### src/rtl/spi_slave_rx.sv
// SPI slave receiver: synchronizes sclk/cs/mosi into clk, assembles MSB-first words
// on sclk falling edges and queues them in a small FIFO drained with valid/ready.
module spi_slave_rx #(
    parameter int DATA_W     = 8,
    parameter int FIFO_DEPTH = 4
) (
    input  logic                        clk,
    input  logic                        rst,
    input  logic                        sclk,
    input  logic                        cs,
    input  logic                        mosi,
    output logic [DATA_W-1:0]           rx_data,
    output logic                        rx_valid,
    input  logic                        rx_ready,
    output logic [$clog2(FIFO_DEPTH):0] rx_level,
    output logic                        overflow,
    output logic                        frame_err,
    output logic                        busy
);

    localparam int PTR_W = $clog2(FIFO_DEPTH);
    localparam int LVL_W = PTR_W + 1;
    localparam int CNT_W = (DATA_W > 1) ? $clog2(DATA_W) : 1;

    localparam logic [CNT_W-1:0] LAST_BIT = CNT_W'(DATA_W - 1);
    localparam logic [CNT_W-1:0] CNT_ONE  = CNT_W'(1);
    localparam logic [PTR_W-1:0] PTR_ONE  = PTR_W'(1);
    localparam logic [LVL_W-1:0] LVL_ONE  = LVL_W'(1);
    localparam logic [LVL_W-1:0] FULL_LVL = LVL_W'(FIFO_DEPTH);

    typedef enum logic {
        IDLE   = 1'b0,
        ACTIVE = 1'b1
    } state_t;

    state_t state_q, state_d;

    // [0],[1] are the synchronizer stages; [2] is the edge-detect history flop.
    logic [2:0] sclk_s;
    logic [2:0] cs_s;
    logic [1:0] mosi_s;
    logic       sync_fill;
    logic       cs_armed;
    logic       sclk_fall_q;
    logic       cs_fall_q;
    logic       cs_rise_q;

    logic [CNT_W-1:0]  bit_cnt;
    logic [DATA_W-1:0] shift_q;
    logic [DATA_W-1:0] shift_next;

    logic clr;
    logic shift_en;
    logic push;
    logic frame_err_d;

    logic [DATA_W-1:0] mem [FIFO_DEPTH];
    logic [PTR_W-1:0]  wr_ptr;
    logic [PTR_W-1:0]  rd_ptr;
    logic [LVL_W-1:0]  count_q;
    logic              full;
    logic              pop;
    logic              wr_en;

    // cs_armed blocks a frame that was already running when reset released:
    // cs must be seen high (after the synchronizer has refilled) before a fall counts.
    always_ff @(posedge clk or negedge rst) begin
        if (!rst) begin
            sclk_s      <= '0;
            cs_s        <= '1;
            mosi_s      <= '0;
            sync_fill   <= 1'b0;
            cs_armed    <= 1'b0;
            sclk_fall_q <= 1'b0;
            cs_fall_q   <= 1'b0;
            cs_rise_q   <= 1'b0;
        end else begin
            sclk_s      <= {sclk_s[1:0], sclk};
            cs_s        <= {cs_s[1:0], cs};
            mosi_s      <= {mosi_s[0], mosi};
            sync_fill   <= 1'b1;
            cs_armed    <= cs_armed | (sync_fill & cs_s[0]);
            sclk_fall_q <= sclk_s[2] & ~sclk_s[1];
            cs_fall_q   <= cs_armed & cs_s[2] & ~cs_s[1];
            cs_rise_q   <= ~cs_s[2] & cs_s[1];
        end
    end

    always_ff @(posedge clk or negedge rst) begin
        if (!rst) begin
            state_q <= IDLE;
        end else begin
            state_q <= state_d;
        end
    end

    assign shift_next = {shift_q[DATA_W-2:0], mosi_s[1]};

    // A cs rise takes priority over an sclk fall seen in the same cycle.
    always_comb begin
        state_d     = state_q;
        clr         = 1'b0;
        shift_en    = 1'b0;
        push        = 1'b0;
        frame_err_d = 1'b0;
        case (state_q)
            IDLE: begin
                if (cs_fall_q) begin
                    state_d = ACTIVE;
                    clr     = 1'b1;
                end
            end
            ACTIVE: begin
                if (cs_rise_q) begin
                    state_d     = IDLE;
                    clr         = 1'b1;
                    frame_err_d = (bit_cnt != '0);
                end else if (sclk_fall_q) begin
                    shift_en = 1'b1;
                    push     = (bit_cnt == LAST_BIT);
                end
            end
            default: state_d = IDLE;
        endcase
    end

    always_ff @(posedge clk or negedge rst) begin
        if (!rst) begin
            bit_cnt   <= '0;
            shift_q   <= '0;
            frame_err <= 1'b0;
        end else begin
            frame_err <= frame_err_d;
            if (clr) begin
                bit_cnt <= '0;
                shift_q <= '0;
            end else if (shift_en) begin
                shift_q <= shift_next;
                bit_cnt <= push ? '0 : bit_cnt + CNT_ONE;
            end
        end
    end

    // Handshake: the head word transfers on any clk edge where rx_valid and rx_ready
    // are both high; rx_data is stable while rx_valid is high and rx_ready is low.
    assign rx_valid = (count_q != '0);
    assign full     = (count_q == FULL_LVL);
    assign pop      = rx_ready & rx_valid;
    assign wr_en    = push & (~full | pop);
    assign rx_data  = rx_valid ? mem[rd_ptr] : '0;
    assign rx_level = count_q;
    assign busy     = (state_q == ACTIVE);

    // When full, a simultaneous pop frees the head slot that wr_ptr points at.
    always_ff @(posedge clk) begin
        if (wr_en) begin
            mem[wr_ptr] <= shift_next;
        end
    end

    always_ff @(posedge clk or negedge rst) begin
        if (!rst) begin
            wr_ptr   <= '0;
            rd_ptr   <= '0;
            count_q  <= '0;
            overflow <= 1'b0;
        end else begin
            overflow <= push & full & ~pop;
            if (wr_en) begin
                wr_ptr <= wr_ptr + PTR_ONE;
            end
            if (pop) begin
                rd_ptr <= rd_ptr + PTR_ONE;
            end
            case ({wr_en, pop})
                2'b10:   count_q <= count_q + LVL_ONE;
                2'b01:   count_q <= count_q - LVL_ONE;
                default: count_q <= count_q;
            endcase
        end
    end

endmodule

### config.mk
export PLATFORM = sky130hd
export DESIGN_NAME = spi_slave_rx
export DESIGN_NICKNAME = d
export VERILOG_FILES = /design/src/rtl/spi_slave_rx.sv
export SDC_FILE = /design/constraint.sdc
export NUM_CORES = 1
export LEC_CHECK = 0
export BUFFER_PORTS_ARGS = -buffer_cell sky130_fd_sc_hd__buf_2
export CORE_MARGIN = 2
export CORE_UTILIZATION = 40
export CTS_BUF_LIST = sky130_fd_sc_hd__clkbuf_8
export CTS_CLUSTER_DIAMETER = 60
export DETAILED_ROUTE_END_ITERATION = 10
export SYNTH_ARGS = -nofsm -noshare
export SYNTH_HDL_FRONTEND = slang
export SYNTH_SLANG_ARGS = --single-unit
export TNS_END_PERCENT = 30
### constraint.sdc
create_clock -name clk -period 3.1 [get_ports clk]
set_clock_uncertainty 0.1 [all_clocks]
set_input_delay 0.31 -clock clk [delete_from_list [all_inputs] [get_ports clk]]
set_output_delay 0.31 -clock clk [all_outputs]
set_load 0.05 [all_outputs]
## Word-level counts from Yosys, hierarchy flattened

Memories as Yosys holds them, arrays and structs flattened.
Cells that the tools add are included.

- Add/sub/neg operators: 5
- Equality and inequality tests: 4
- Mux-type cells: 22
- Bitwise logic cells: 17
- Reductions and logical operators: 4

Operators by type and width:

| operator | number |
|---|---|
| 2-to-1 mux 7 bit | 2 |
| 2-to-1 mux 1 bit | 13 |
| AND 1 bit | 9 |
| 2-to-1 mux 3 bit | 3 |
| 2-to-1 mux 8 bit | 1 |
| adder 3 x 1 -> 3 bit, second input constant | 2 |
| equality test 3 bit, second input constant | 2 |
| inverter 1 bit | 6 |
| one-hot mux 3 bit (2 select lines) | 1 |
| nonzero test 3 bit | 2 |
| adder 2 x 1 -> 2 bit, second input constant | 2 |
| one-hot mux 1 bit (2 select lines) | 2 |
| nonzero test 2 bit | 2 |
| subtractor 3 x 1 -> 3 bit, second input constant | 1 |
| equality test 2 x 1 -> 1 bit, second input constant | 1 |
| equality test 2 bit, second input constant | 1 |
| bitwise OR 1 bit | 2 |

- Flip-flop bits (word level): 33
- RAM bits: 32
- Bits of input ports: 6
- Output and inout port bits: 15
- Logic and storage cells: 69
- Memories kept: 1

Memories:

| name | words | width | rd ports | clocked after Yosys merged registers in | wr ports | line | source |
|---|---|---|---|---|---|---|---|
| mem | 4 | 8 | 1 | 0 | 1 | 57 | `logic [DATA_W-1:0] mem [FIFO_DEPTH];` |

## Logic depth before layout (Yosys ltp)

- Depth after elaboration: 7
- Mapped depth: 9
- Gate-level depth less buffers: 8

## Worst setup path after synthesis

Ideal clock, no wire load.

- Path type: flip-flop to flip-flop
- From: reg count_q[0] (netlist: rx_level[0])
- To: reg count_q[2] (netlist: rx_level[2])
- Setup time: 64 ps
- Arrival: 2513 ps
- Slack: 423 ps
- Stages on the path, launching flop included: 9
- Clock period less this slack: 2677 ps
- Cells stage by stage: dfrtp_1 or3_1 buf_2 nand2_2 a21oi_1 fa_1 or3_1 a31oi_1 or2_1

- Cells in the longest elaborated chain, start to end: 6
- Elaborated cells on any way between the ends: 12
- Classes of those cells: add/sub: 2; eq/ne: 3; mux: 1; bitwise: 4; reduce/logical: 2

RTL lines:

| element | line | source |
|---|---|---|
| start, declared | 60 | `logic [LVL_W-1:0] count_q;` |
| start signal, assigned | 176 | `2'b10: count_q <= count_q + LVL_ONE;` |
| start signal, assigned | 177 | `2'b01: count_q <= count_q - LVL_ONE;` |
| start signal, assigned | 178 | `default: count_q <= count_q;` |
| nonzero test 3 bit * | 146 | `assign rx_valid = (count_q != '0);` |
| net rx_valid | 13 | `output logic rx_valid,` |
| AND 1 bit * | 148 | `assign pop = rx_ready & rx_valid;` |
| bitwise OR 1 bit | 149 | `assign wr_en = push & (~full \| pop);` |
| AND 1 bit | 149 |  |
| equality test 2 x 1 -> 1 bit / equality test 2 bit (equally long branches) | 175 | `case ({wr_en, pop})` |
| one-hot mux 3 bit (2 select lines) / nonzero test 2 bit (equally long branches) | n/a |  |

The timed path passes the listed nets; every way through them passes the cells marked *.
A chain may end at the register's enable or synchronous reset.

## Worst setup path in the final report

- From: reg count_q[1] (netlist: rx_level[1])
- To: reg count_q[2] (netlist: rx_level[2])

- Cells in the longest elaborated chain, start to end: 6
- Elaborated cells on any way between the ends: 12
- Classes of those cells: add/sub: 2; eq/ne: 3; mux: 1; bitwise: 4; reduce/logical: 2

RTL lines:

| element | line |
|---|---|
| nonzero test 3 bit / equality test 3 bit (equally long branches) | 146, 147 |
| AND 1 bit / inverter 1 bit (equally long branches) | 148, 149 |
| bitwise OR 1 bit | 149 |
| AND 1 bit | 149 |
| equality test 2 x 1 -> 1 bit / equality test 2 bit (equally long branches) | 175 |
| one-hot mux 3 bit (2 select lines) / nonzero test 2 bit (equally long branches) | n/a |

Several ways; a longest one is shown, not always the timed one.

==> reports/qor.yml <==
run_status:
  outcome: "complete, no violations"
logic_synthesis:
  synth_flop_cell: "edfxtp_1"
  yosysWarnings: 0
  seq_area_frac_synth: 0.682
  synth_top_family_by_area: "simple AND/OR/NAND/NOR gates"
  synthSimpleGateAreaFrac: 0.0901
  synth_fp_nets: 177
  synth_area_um2: 2630
  syn_avg_cell_area_um2: 16.1
  synthAdderAreaFrac: 0.0410
  synth-async-reset-ratio: 0.508
  synth_edf_count: 32
  synth_compound_area_frac: 0.0653
  synthDistinctLibCells: 41
  ys_ff_latch: 65
  synthCells: 163
  synthMuxAreaShare: 0.0767
  synth-xor-area-share: 0.0167
detailed_routing:
  drc_errors: 0
  via_count: 1403
  finalWirelength_um: 4350
  post_drt_wl_per_cell_um: 15.8
  ant_nets: 0
  drt-initial-drc-count: 121
  firstDrtPassIters: 4
  viasPerCell: 5.10
critical_path:
  timing.rr.start: "rx_level[1]"
  r2r_end: "rx_level[2]"
  cp_max_fo: 11
  cp.required_ns: 3.28
  path_class: "flip-flop to flip-flop"
  reg2reg_depth: 7
  crit_path_end_kind: "flip-flop"
  cp-start-kind: "flip-flop"
  arrival_ns: 2.73
  regToRegSetupSlack_ns: 0.55
placement:
  post-place-cells: 255
  place_hpwl_um: 2870
  finalWeightedCongestion: 0.751
  placed_area_um2: 2790
  io_buffers: 20
power:
  p_per_area_nw_per_um2: 576
  leakagePower_nw: 1.29
  combPwrFrac: 0.035
  switching_share: 0.207
  pwr-share-clk: 0.430
  seq_power_share: 0.535
  p_sw_uw: 362
  power.internal_mw: 1.39
  ir_drop_v: 0.000310
hold_path:
  hp-start: "rx_ready"
  hold_class: "primary input to flip-flop"
  hold_depth: 3
  hold_path_end: "rd_ptr[0]"
sta:
  fin_crit_sh: 0.824
  max_freq_mhz: 392
  setup_tns_ns: 0
  hold_viol_final: 0
  tightest_slew_ns: 0.730
  finalSetupViolCount: 0
  slew_headroom: 0.514
  rsz0062_at_grt: "no"
  period_needed_ns: 2.55
  fin_hold_ws_ns: 0.237
  slew_violations: 0
final_layout:
  fin_cells: 275
  drive_above_1_share: 0.273
  regArea_um2: 1790
  final_util: 0.478
  multi_input_area_um2: 764
  n_fill_cell: 546
  area_growth_syn_to_layout_pct: 15.6
  antenna_cells: 0
  finalInstanceArea_um2: 3040
  layout.nets: 207
grt:
  grt_pass1_wl_um: 7240
  antenna_found_initial: 0
  overflow: 0
  grt_usage: 0.136
  grt_start_max_net_pins: 34
  grt_pass1_vias: 1489
clock_network:
  clk_pin_slew_worst_paths_ns: 0.07
  cts_buffers: 9
  clockBufferDepth: 2
  cts.htree.levels: 3
  root_buffer: "clkbuf_8"
  postCtsResizedCells: 0
  clk_latency_ns: 0.33
  cts.sinks: 65
  cts_tree: "built"
floorplanning:
  core_area_um2: 6350
  placementRows: 29
  die_y_um: 85.0
  die_w_um: 85.0
  ios: 21
  initial_core_util: 0.413
  die_area_um2: 7230
run:
  cap_violations: 0
==> layout by cell type (no fill, tap or decap), types with 2 or more instances in the layout <==
cell type,instances
bufinv_16,2
edfxtp_1,32
buf_2,20
clkinv_2,3
nand2_1,8
mux4_2,8
a22o_1,9
inv_1,8
a21oi_1,3
ha_1,7
o21ai_0,2
a31oi_1,2
or3_1,2
dlygate4sd3_1,4
and2_1,12
nor2_1,2
clkbuf_8,9
o21ai_1,3
dfstp_2,3
xnor2_1,4
dfrtp_1,30
nor2b_1,3
==> area by class of cell <==
class / instances / area share
Clock inverter: 7 / 0.0284
Inverter: 7 / 0.00866
Timing Repair Buffer: 25 / 0.0486
Multi-Input combinational cell: 85 / 0.252
Tap cell: 77 / 0.0317
Clock buffer: 9 / 0.0408
Sequential cell: 65 / 0.590
==> critical path: stages (launching register included) <==
cell and delay (ns):
dfrtp_1 0.49, or3_1 0.58, nand2_2 0.15, a21oi_1 0.06, fa_1 0.44, or3_1 0.38
a31oi_1 0.17, or2_1 0.12
==> logic make-up after synthesis <==
logic type                 Yosys count
other                                1
and+or+nand+nor                     37
xor gates and xnor gates             5
muxes                               10
AOI/OAI and AO/OA                   24
adders and majority gates            8
buffers and inverters               13
DFF                                 65
==> layer usage <==
| layer | vias up | wire length (um) | global-route usage |
|---|---|---|---|
| met5 | - | 0 | 0 |
| met2 | 31 | 2220 | 0.220 |
| met4 | 0 | 65 | 0.0577 |
| met3 | 8 | 171 | 0.0545 |
| met1 | 707 | 1890 | 0.163 |
| li1 | 657 | - | - |
==> what timing repair did <==
item,CTS,global route
hold endpoints to repair,33,0
buffers inserted,0,0
hold buffers,4,0
==> synth_stat cells, types with 3 or more instances <==
library cell	n	area share
edfxtp_1	32	0.37
dfrtp_1	30	0.29
and2_1	12	0.029
a22o_1	9	0.030
mux4_2	8	0.069
nand2_1	8	0.011
ha_1	7	0.033
inv_1	7	0.010
xnor2_1	4	0.013
a21oi_1	3	0.0057
dfstp_2	3	0.030
nor2b_1	3	0.0072
o21ai_1	3	0.0057
==> metrics by stage <==
step / power [mW] / setup slack [ns]
final: 1.75 / 0.546
after global placement: 1.01 / 0.682
after floorplan: 0.991 / 0.423
after detailed placement: 1.01 / 0.519
after CTS: 1.77 / 0.522
after global routing: 1.82 / 0.401
==> state kept, by name, summed over array words and instances, names as in the netlist, 2 cells and up <==
name / cells
bit_cnt: 3
cs_s: 3
mem: 32
mosi_s: 2
rd_ptr: 2
rx_level: 3
sclk_s: 3
shift_q: 7
wr_ptr: 2
==> worst max-delay path by stage <==
stage                      startpoint  cells past startpoint     endpoint  slack, ns
after floorplan           rx_level[0]                      8  rx_level[2]       0.42
after global placement    rx_level[1]                      7  rx_level[2]       0.68
after detailed placement  rx_level[0]                      7  rx_level[2]       0.52
after CTS                 rx_level[0]                      7  rx_level[2]       0.52
after global routing      rx_level[0]                      7  rx_level[2]       0.40
final                     rx_level[1]                      7  rx_level[2]       0.55
==> power by group through the flow <==
stage	clock, mW	sequential, mW	combinational (mW)
floorplan	0	0.955	0.0366
global placement	0	0.952	0.0566
finish	0.752	0.935	0.0614
global route	0.813	0.938	0.0694
CTS	0.776	0.935	0.0633
detailed placement	0	0.953	0.0593
(Power assumes the default switching activity.)
